$ cat config.mk
export PLATFORM = sky130hd
export DESIGN_NAME = can_tx_arbiter
export DESIGN_NICKNAME = d
export VERILOG_FILES = /design/src/rtl/can_tx_arbiter.sv
export SDC_FILE = /design/constraint.sdc
export NUM_CORES = 1
export LEC_CHECK = 0
export ABC_AREA = 1
export CAP_MARGIN = 20
export CORE_MARGIN = 1
export CORE_UTILIZATION = 55
export DETAILED_ROUTE_END_ITERATION = 10
export DONT_BUFFER_PORTS = 1
export PLACE_DENSITY = 0.7
export SLEW_MARGIN = 10
export SYNTH_ARGS = -nofsm -noshare
export SYNTH_HDL_FRONTEND = slang
export SYNTH_SLANG_ARGS = --single-unit
$ cat constraint.sdc
create_clock -name clk -period 2.65 [get_ports clk]
set_clock_uncertainty 0.1 [all_clocks]
set_input_delay 0.3975 -clock clk [delete_from_list [all_inputs] [get_ports clk]]
set_output_delay 0.3975 -clock clk [all_outputs]
set_load 0.05 [all_outputs]
$ cat src/rtl/can_tx_arbiter.sv
// Frame-atomic round-robin arbiter feeding the CAN TX FIFO write port.
// A granted source owns the FIFO until its last byte; tails beyond MAXLEN are swallowed.
module can_tx_arbiter #(
    parameter int NREQ   = 4,
    parameter int DWIDTH = 8,
    parameter int MAXLEN = 72,
    parameter int CWIDTH = 7
) (
    input  logic                     clk,
    input  logic                     rst,
    input  logic [NREQ-1:0]          req_valid,
    output logic [NREQ-1:0]          req_ready,
    input  logic [NREQ*DWIDTH-1:0]   req_data,
    input  logic [NREQ-1:0]          req_last,
    output logic                     ot_valid,
    input  logic                     ot_ready,
    output logic [DWIDTH-1:0]        ot_data,
    output logic [NREQ-1:0]          grant,
    output logic                     busy,
    output logic                     frame_done,
    output logic                     overlen
);

    localparam int IW = (NREQ > 1) ? $clog2(NREQ) : 1;

    localparam logic [1:0] S_IDLE    = 2'd0;
    localparam logic [1:0] S_XFER    = 2'd1;
    localparam logic [1:0] S_DISCARD = 2'd2;

    logic [1:0]         r_state;
    logic [NREQ-1:0]    r_grant;
    logic [IW-1:0]      r_gidx;
    logic [IW-1:0]      r_rr_ptr;
    logic [CWIDTH-1:0]  r_count;
    logic               r_frame_done;
    logic               r_overlen;

    logic [DWIDTH-1:0]  w_data_arr [NREQ];
    logic [IW:0]        w_cand_sum;
    logic               w_sel_found;
    logic [IW-1:0]      w_sel_idx;
    logic [NREQ-1:0]    w_sel_onehot;
    logic [IW-1:0]      w_next_ptr;
    logic [CWIDTH-1:0]  w_count_inc;
    logic               w_xfer;
    logic               w_discard;
    logic               w_beat;
    logic               w_g_last;

    genvar gi;
    generate
        for (gi = 0; gi < NREQ; gi++) begin : g_req
            assign w_data_arr[gi] = req_data[gi*DWIDTH +: DWIDTH];
            assign req_ready[gi]  = r_grant[gi] & ((w_xfer & ot_ready) | w_discard);
        end
    endgenerate

    // Scan downward in offset so the smallest offset from the pointer wins.
    always_comb begin
        w_sel_found = 1'b0;
        w_sel_idx   = '0;
        w_cand_sum  = '0;
        for (int k = NREQ - 1; k >= 0; k--) begin
            w_cand_sum = {1'b0, r_rr_ptr} + (IW+1)'(k);
            if (w_cand_sum >= (IW+1)'(NREQ)) begin
                w_cand_sum = w_cand_sum - (IW+1)'(NREQ);
            end
            if (req_valid[w_cand_sum[IW-1:0]]) begin
                w_sel_found = 1'b1;
                w_sel_idx   = w_cand_sum[IW-1:0];
            end
        end
    end

    assign w_sel_onehot = NREQ'(1) << w_sel_idx;
    assign w_next_ptr   = (r_gidx == IW'(NREQ - 1)) ? '0 : r_gidx + 1'b1;
    assign w_count_inc  = r_count + 1'b1;
    assign w_xfer       = (r_state == S_XFER);
    assign w_discard    = (r_state == S_DISCARD);
    assign w_beat       = req_valid[r_gidx] & ((w_xfer & ot_ready) | w_discard);
    assign w_g_last     = req_last[r_gidx];

    assign busy       = w_xfer | w_discard;
    assign ot_valid   = w_xfer & req_valid[r_gidx];
    assign ot_data    = busy ? w_data_arr[r_gidx] : '0;
    assign grant      = r_grant;
    assign frame_done = r_frame_done;
    assign overlen    = r_overlen;

    always_ff @(posedge clk or posedge rst) begin
        if (rst) begin
            r_state      <= S_IDLE;
            r_grant      <= '0;
            r_gidx       <= '0;
            r_rr_ptr     <= '0;
            r_count      <= '0;
            r_frame_done <= 1'b0;
            r_overlen    <= 1'b0;
        end else begin
            r_frame_done <= 1'b0;
            r_overlen    <= 1'b0;
            case (r_state)
                S_IDLE: begin
                    if (w_sel_found) begin
                        r_grant <= w_sel_onehot;
                        r_gidx  <= w_sel_idx;
                        r_count <= '0;
                        r_state <= S_XFER;
                    end
                end
                S_XFER: begin
                    if (w_beat) begin
                        r_count <= w_count_inc;
                        if (w_g_last) begin
                            r_state      <= S_IDLE;
                            r_grant      <= '0;
                            r_rr_ptr     <= w_next_ptr;
                            r_frame_done <= 1'b1;
                        end else if (w_count_inc == CWIDTH'(MAXLEN)) begin
                            r_state   <= S_DISCARD;
                            r_overlen <= 1'b1;
                        end
                    end
                end
                S_DISCARD: begin
                    if (w_beat && w_g_last) begin
                        r_state  <= S_IDLE;
                        r_grant  <= '0;
                        r_rr_ptr <= w_next_ptr;
                    end
                end
                default: begin
                    r_state <= S_IDLE;
                    r_grant <= '0;
                end
            endcase
        end
    end

endmodule

# ---- Word-level counts from Yosys, hierarchy flattened
# Index checks and enable logic that the tools add are counted.
dict set report word_totals {
  ff_bits 19
  in_bits 43
  output_inout_bits 20
  wordCells 109
}
dict set report op_classes {
  add_sub_neg 9
  order_cmp 10
  n_eq_ne 9
  n_shift 1
  muxes 54
  bitwise_logic 10
  reduce_logical 9
}
# op n
set ops {}
lappend ops {{$mux W2} 17}
lappend ops {{$mux W8} 3}
lappend ops {{$mux W1} 17}
lappend ops {{$bmux W8 S2} 1}
lappend ops {{$mux W4} 4}
lappend ops {{$lt A2 B3 Y1 const B} 5}
lappend ops {{$mux W7} 2}
lappend ops {{$pmux W7 S2} 1}
lappend ops {{$bmux W1 S2} 6}
lappend ops {{$ge A3 B3 Y1 const B} 4}
lappend ops {{$pmux W4 S3} 1}
lappend ops {{$reduce_and A4 Y1} 3}
lappend ops {{$sub A2 B1 Y2 const B} 4}
lappend ops {{$add A7 B1 Y7 const B} 1}
lappend ops {{$and A1 B1 Y1} 7}
lappend ops {{$eq A7 B7 Y1 const B} 1}
lappend ops {{$add A2 B2 Y3 const B} 2}
lappend ops {{$ne A2 B1 Y1 const B} 3}
lappend ops {{$pmux W2 S3} 1}
lappend ops {{$eq A2 B2 Y1 const B} 2}
lappend ops {{$pmux W2 S2} 1}
lappend ops {{$reduce_bool A2 Y1} 2}
lappend ops {{$shl A1 B2 Y4 const A} 1}
lappend ops {{$add A2 B1 Y3 const B} 1}
lappend ops {{11 further kinds} 12}

# ---- Longest topological paths before layout
# Gate-level depths: netlist of the first run.
dict set report logic_depth {
  depth_word 12
  mapped_depth 13
  mapped_depth_nobuf 12
}

# ---- Worst setup path before layout of the first run
# Ideal clock, no wire load.
dict set report synth_path {
  path_type {register to output}
  start {register r_state[0]}
  end {output ot_data[0]}
  t_arrival_ns 2.041
  required_time_ns 2.152
  setup_slack_ns 0.111
  stages_incl_launch_ff 5
  path_buffers 0
  path_cell_list {dfrtp_1 > inv_1 > ha_1 > inv_1 > a21oi_1}
}
dict set report synth_between {
  elab_chain_len 3
  word_cells_on_any_way 4
  classes_between {2 x eq/ne; 1 x mux; 1 x bitwise}
}
# item line
set synth_lines {}
lappend synth_lines {{start: declaration} 30} ;# logic [1:0] r_state;
lappend synth_lines {{start signal: assignment} 92} ;# r_state <= S_IDLE;
lappend synth_lines {{start signal: assignment} 108} ;# r_state <= S_XFER;
lappend synth_lines {{start signal: assignment} 115} ;# r_state <= S_IDLE;
lappend synth_lines {{$eq A2 B1 Y1 or $eq A2 B2 Y1 (tied branches)} {78, 79}}
lappend synth_lines {{$or A1 B1 Y1 *} 83} ;# assign busy = w_xfer | w_discard;
lappend synth_lines {{net busy} 19} ;# output logic busy,
lappend synth_lines {{$mux W8 *} 85} ;# assign ot_data = busy ? w_data_arr[r_gidx] : '0;
lappend synth_lines {{end: declaration} 17} ;# output logic [DWIDTH-1:0] ot_data,
# Mark *: on every way through the listed nets, which the timed path passes. The rest lies on a longest branch.

# ---- Worst setup path in the final report of the first run
dict set report layout_path {
  start {register r_gidx[1]}
  end {output ot_data[5]}
}
dict set report layout_between {
  elab_chain_len 5
}
# item line
set layout_lines {}
lappend layout_lines {{start: declaration} 32} ;# logic [IW-1:0] r_gidx;
lappend layout_lines {{start signal: assignment} 106} ;# r_gidx <= w_sel_idx;
lappend layout_lines {{$not A2 Y3 (implied by the code)} 85}
lappend layout_lines {{$bmux W8 S2} 85}
lappend layout_lines {{$mux W8 (implied by the code) (2 in a row)} 85}
lappend layout_lines {{$mux W8} 85}
# Every way passes these cells. The select of a mux whose other input is x is not followed.

==> run_results.csv, run 1 <==
group,metric,value,unit
die,die_area,3430,um2
grt,grt_max_degree,20,
final_layout,final_net_count,343,
sta,maxSlewViolCount,0,
grt,track_usage,25.0,%
routing,vias_per_cell,5.09,
cts,cts_tree,"yes",
pwr,power,2710,uW
cts,clock_sinks,19,
cts,root_buffer,"clkbuf_4",
die,row_count,20,
grt,grt_pass1_vias,1692,
run,cap_violations,0,
final_layout,syn_to_final_growth,8.75,%
sta,finalCriticalPeriod,2.32,ns
sta,hold_viol,19,
cts,cts_buffer_depth,2,
run_status,status,"finished, violations left",
pwr,ir_drop,1040,uV
worst_setup_path,crit_chain,"inv_1 > nor2_1 > o21ai_0 > a21oi_1 > buf_4",
worst_setup_path,crit_path_start_kind,"flop",
run_status,violations,"hold timing",
cts,cts_max_level,1,
worst_setup_path,critPathMaxStageDelay,0.60,ns
placed_design,hpwl,3070,um
sta,post-route-period-util,87.5,%
sta,setup_viol,0,
final_layout,drive_above_1_share,17.7,%
die,initial_core_util,57.6,%
sta,holdWs,-0.0258,ns
yosys,synth_seq_area_share,27.0,%
worst_setup_path,cp.arrival,1.82,ns
worst_setup_path,critPathCaptureType,"output port",
placed_design,placed_cell_area,1890,um2
cts,insertion_delay,0.32,ns
worst_setup_path,reg2reg_from,"r_gidx[1]",
cts,cts_setup_buffers,0,
worst_setup_path,r2r_slack,0.61,ns
sta,slew_headroom,51.1,%
worst_setup_path,worst-r2r-cell-count,9,
grt,overflow,0,
placed_design,io_buffers,0,
placed_design,dp.cells,334,
worst_setup_path,worstSetupPathType,"reg2out",
sta,rsz0062_at_grt,"false",
final_layout,antenna_cells,0,
routing,post_drt_wl_per_cell,11.7,um
grt,grt_pass1_wl,6700,um
worst_setup_path,critical_path.top_delay_family,"flip-flops",
routing,drt-pass1-iter-count,4,
cts,clk_pin_slew,0.13,ns
yosys,syn_inst,281,
worst_setup_path,cp_slowest_cell,"dfrtp_1",
worst_setup_path,cp-startpoint,"r_gidx[1]",
sta,fmax,431,MHz
routing,wl,3950,um
worst_setup_path,crit_fanout,12,
yosys,yosys_register_bits,19,
final_layout,final_cells,338,
placed_design,gp_congestion,0.872,
yosys,syn_area,1760,um2
grt,antenna_found_initial,0,
cts,ctsResizeCount,0,
yosys,synth_fp_nets,329,
worst_setup_path,timing.rr.end,"r_state[1]",
die,ios,63,
sta,worst_slew_pin_slew,0.733,ns
routing,drt_iter0_markers,65,
hold_path,hold_class,"in2async",
sta,tns,0,ns
cts,numCtsBuffers,3,
final_layout,postLayoutCellArea,1910,um2
pwr,leakagePower,0.00101,uW
yosys,synth_warnings,0,
die,die-width,58.6,um
die,core,3050,um2
die,die_h,58.6,um
pwr,pwr_density_cell,1420,nW/um2
worst_setup_path,required,2.15,ns
routing,ant_nets,0,
final_layout,fillers,312,
routing,drc_errors,0,
worst_setup_path,cp_num_buf_inv,2,
yosys,avgSynthCellArea,6.26,um2
yosys,yosysUniqueCellTypes,28,
cts,cts_hold_buf,0,
routing,vias,1722,
## where the power goes
part / switching, uW / leakage (uW) / internal (uW) / total [uW]
Sequential: 209 / 0.000252 / 375 / 584
Combinational: 1360 / 0.000743 / 615 / 1970
Clock: 99.9 / 0.0000177 / 56.5 / 156
Total: 1670 / 0.00101 / 1050 / 2710
## synthesized netlist by cell type
master    instances  area share [%]
nand3b_1          1            0.43
nand2_2           8             2.8
nand3_1          18             5.1
inv_6             1            0.50
inv_1            26             5.5
a21oi_2           1            0.50
nor2_2            5             1.8
inv_2             4            0.85
buf_6             2             1.3
nand2_4           3             1.9
nand3b_4          1             1.1
o211ai_2          1            0.71
or2_2             1            0.36
o21ai_1           2            0.57
ha_1              5             3.6
nand4_1           4             1.4
and2_4            1            0.50
nand3_2           3             1.7
dfrtp_1          19              27
clkbuf_1          1            0.21
nor2_4            3             1.9
o21ai_0          25             7.1
a21oi_1          10             2.8
buf_2             3            0.85
nor2_1           45             9.6
nand3_4           1             1.0
nor4_1            1            0.36
nand2_1          86              18
## through the flow
| stage | utilization [%] | setup slack [ns] |
|---|---|---|
| after floorplan | - | 0.111 |
| after global placement | 61.8 | 0.660 |
| after detailed placement | 61.8 | 0.586 |
| after CTS | 62.7 | 0.299 |
| after global routing | 62.7 | 0.141 |
| final | 62.7 | 0.331 |
## flip-flops by register name, summed over array words and instances, names as in the netlist
name,count
frame_done,1
grant,4
overlen,1
r_count,7
r_gidx,2
r_rr_ptr,2
r_state,2
## kinds of logic (layout without fill, tap and decap cells)
kind of cell	count (synthesis)	count (layout)	share of synthesized area [%]
compound gates	39	39	11.7
fa+ha+maj	5	5	3.56
buf+inv	37	50	9.25
flops	19	19	27.0
simple gates	181	181	48.4
## routing by layer
metal | track usage, % | part of all wire (%)
met1 | 28.6 | 45
met2 | 46.0 | 49
met3 | 5.49 | 4.9
met4 | 7.82 | 1.2
met5 | 0 | 0
## cells in the final DEF, fill, tap and decap left out
master,count
o211ai_2,1
or2_2,1
nand2_2,8
nand4_1,4
inv_6,1
nor2_4,3
nand3b_4,1
o21ai_1,2
inv_2,4
nand3b_1,1
nand3_4,1
o21ai_0,25
a21oi_1,10
nor4_1,1
dfrtp_1,19
inv_1,26
clkbuf_4,3
buf_4,15
nand3_1,18
ha_1,5
nor2_1,45
clkinv_2,1
nor2_2,5
nand3_2,3
nand2_1,86
and2_4,1
nand2_4,3
a21oi_2,1
## worst register-to-register path: cells and delay by family (launching register included)
kind | cells | cell delay, ns
AND/OR/NAND/NOR | 7 | 0.75
AO/OA/AOI/OAI | 1 | 0.20
buffers and inverters | 1 | 0.29
flip-flops | 1 | 0.60
## final cells by class
| cell class | count | area (um2) | share of cell area (%) |
|---|---|---|---|
| repair buffers | 15 | 113 | 5.89 |
| inverters | 31 | 121 | 6.34 |
| clock buffers | 3 | 22.5 | 1.18 |
| clock inverters | 1 | 5.00 | 0.262 |
| well taps | 44 | 55.1 | 2.88 |
| flip-flops and latches | 19 | 475 | 24.9 |
| multi-input cells | 225 | 1120 | 58.6 |
## worst max path at each step
stage                             to  slack (ns)  cells after the start
after global routing      ot_data[4]        0.14                      5
after detailed placement  r_state[1]        0.59                      9
after CTS                 ot_data[5]        0.30                      5
final                     ot_data[5]        0.33                      5
after floorplan           ot_data[0]        0.11                      4
after global placement    r_state[0]        0.66                      9
Note: power is estimated with default switching activity, not from simulation.
==> inputs of run 2 (changes only) <==
--- a/config.mk
+++ b/config.mk
@@ -12,7 +12,7 @@
 export DETAILED_ROUTE_END_ITERATION = 10
 export DONT_BUFFER_PORTS = 1
 export PLACE_DENSITY = 0.7
-export SLEW_MARGIN = 10
+export SLEW_MARGIN = 20
 export SYNTH_ARGS = -nofsm -noshare
 export SYNTH_HDL_FRONTEND = slang
 export SYNTH_SLANG_ARGS = --single-unit
==> results of run 2 <==
Same layout as run 1: the final DEF is identical, and so are final timing and power.
==> inputs of run 3 (changes only) <==
--- a/config.mk
+++ b/config.mk
@@ -16,3 +16,4 @@
 export SYNTH_ARGS = -nofsm -noshare
 export SYNTH_HDL_FRONTEND = slang
 export SYNTH_SLANG_ARGS = --single-unit
+export TNS_END_PERCENT = 30
==> results of run 3 <==
Same layout as run 1: the final DEF is identical, and so are final timing and power.
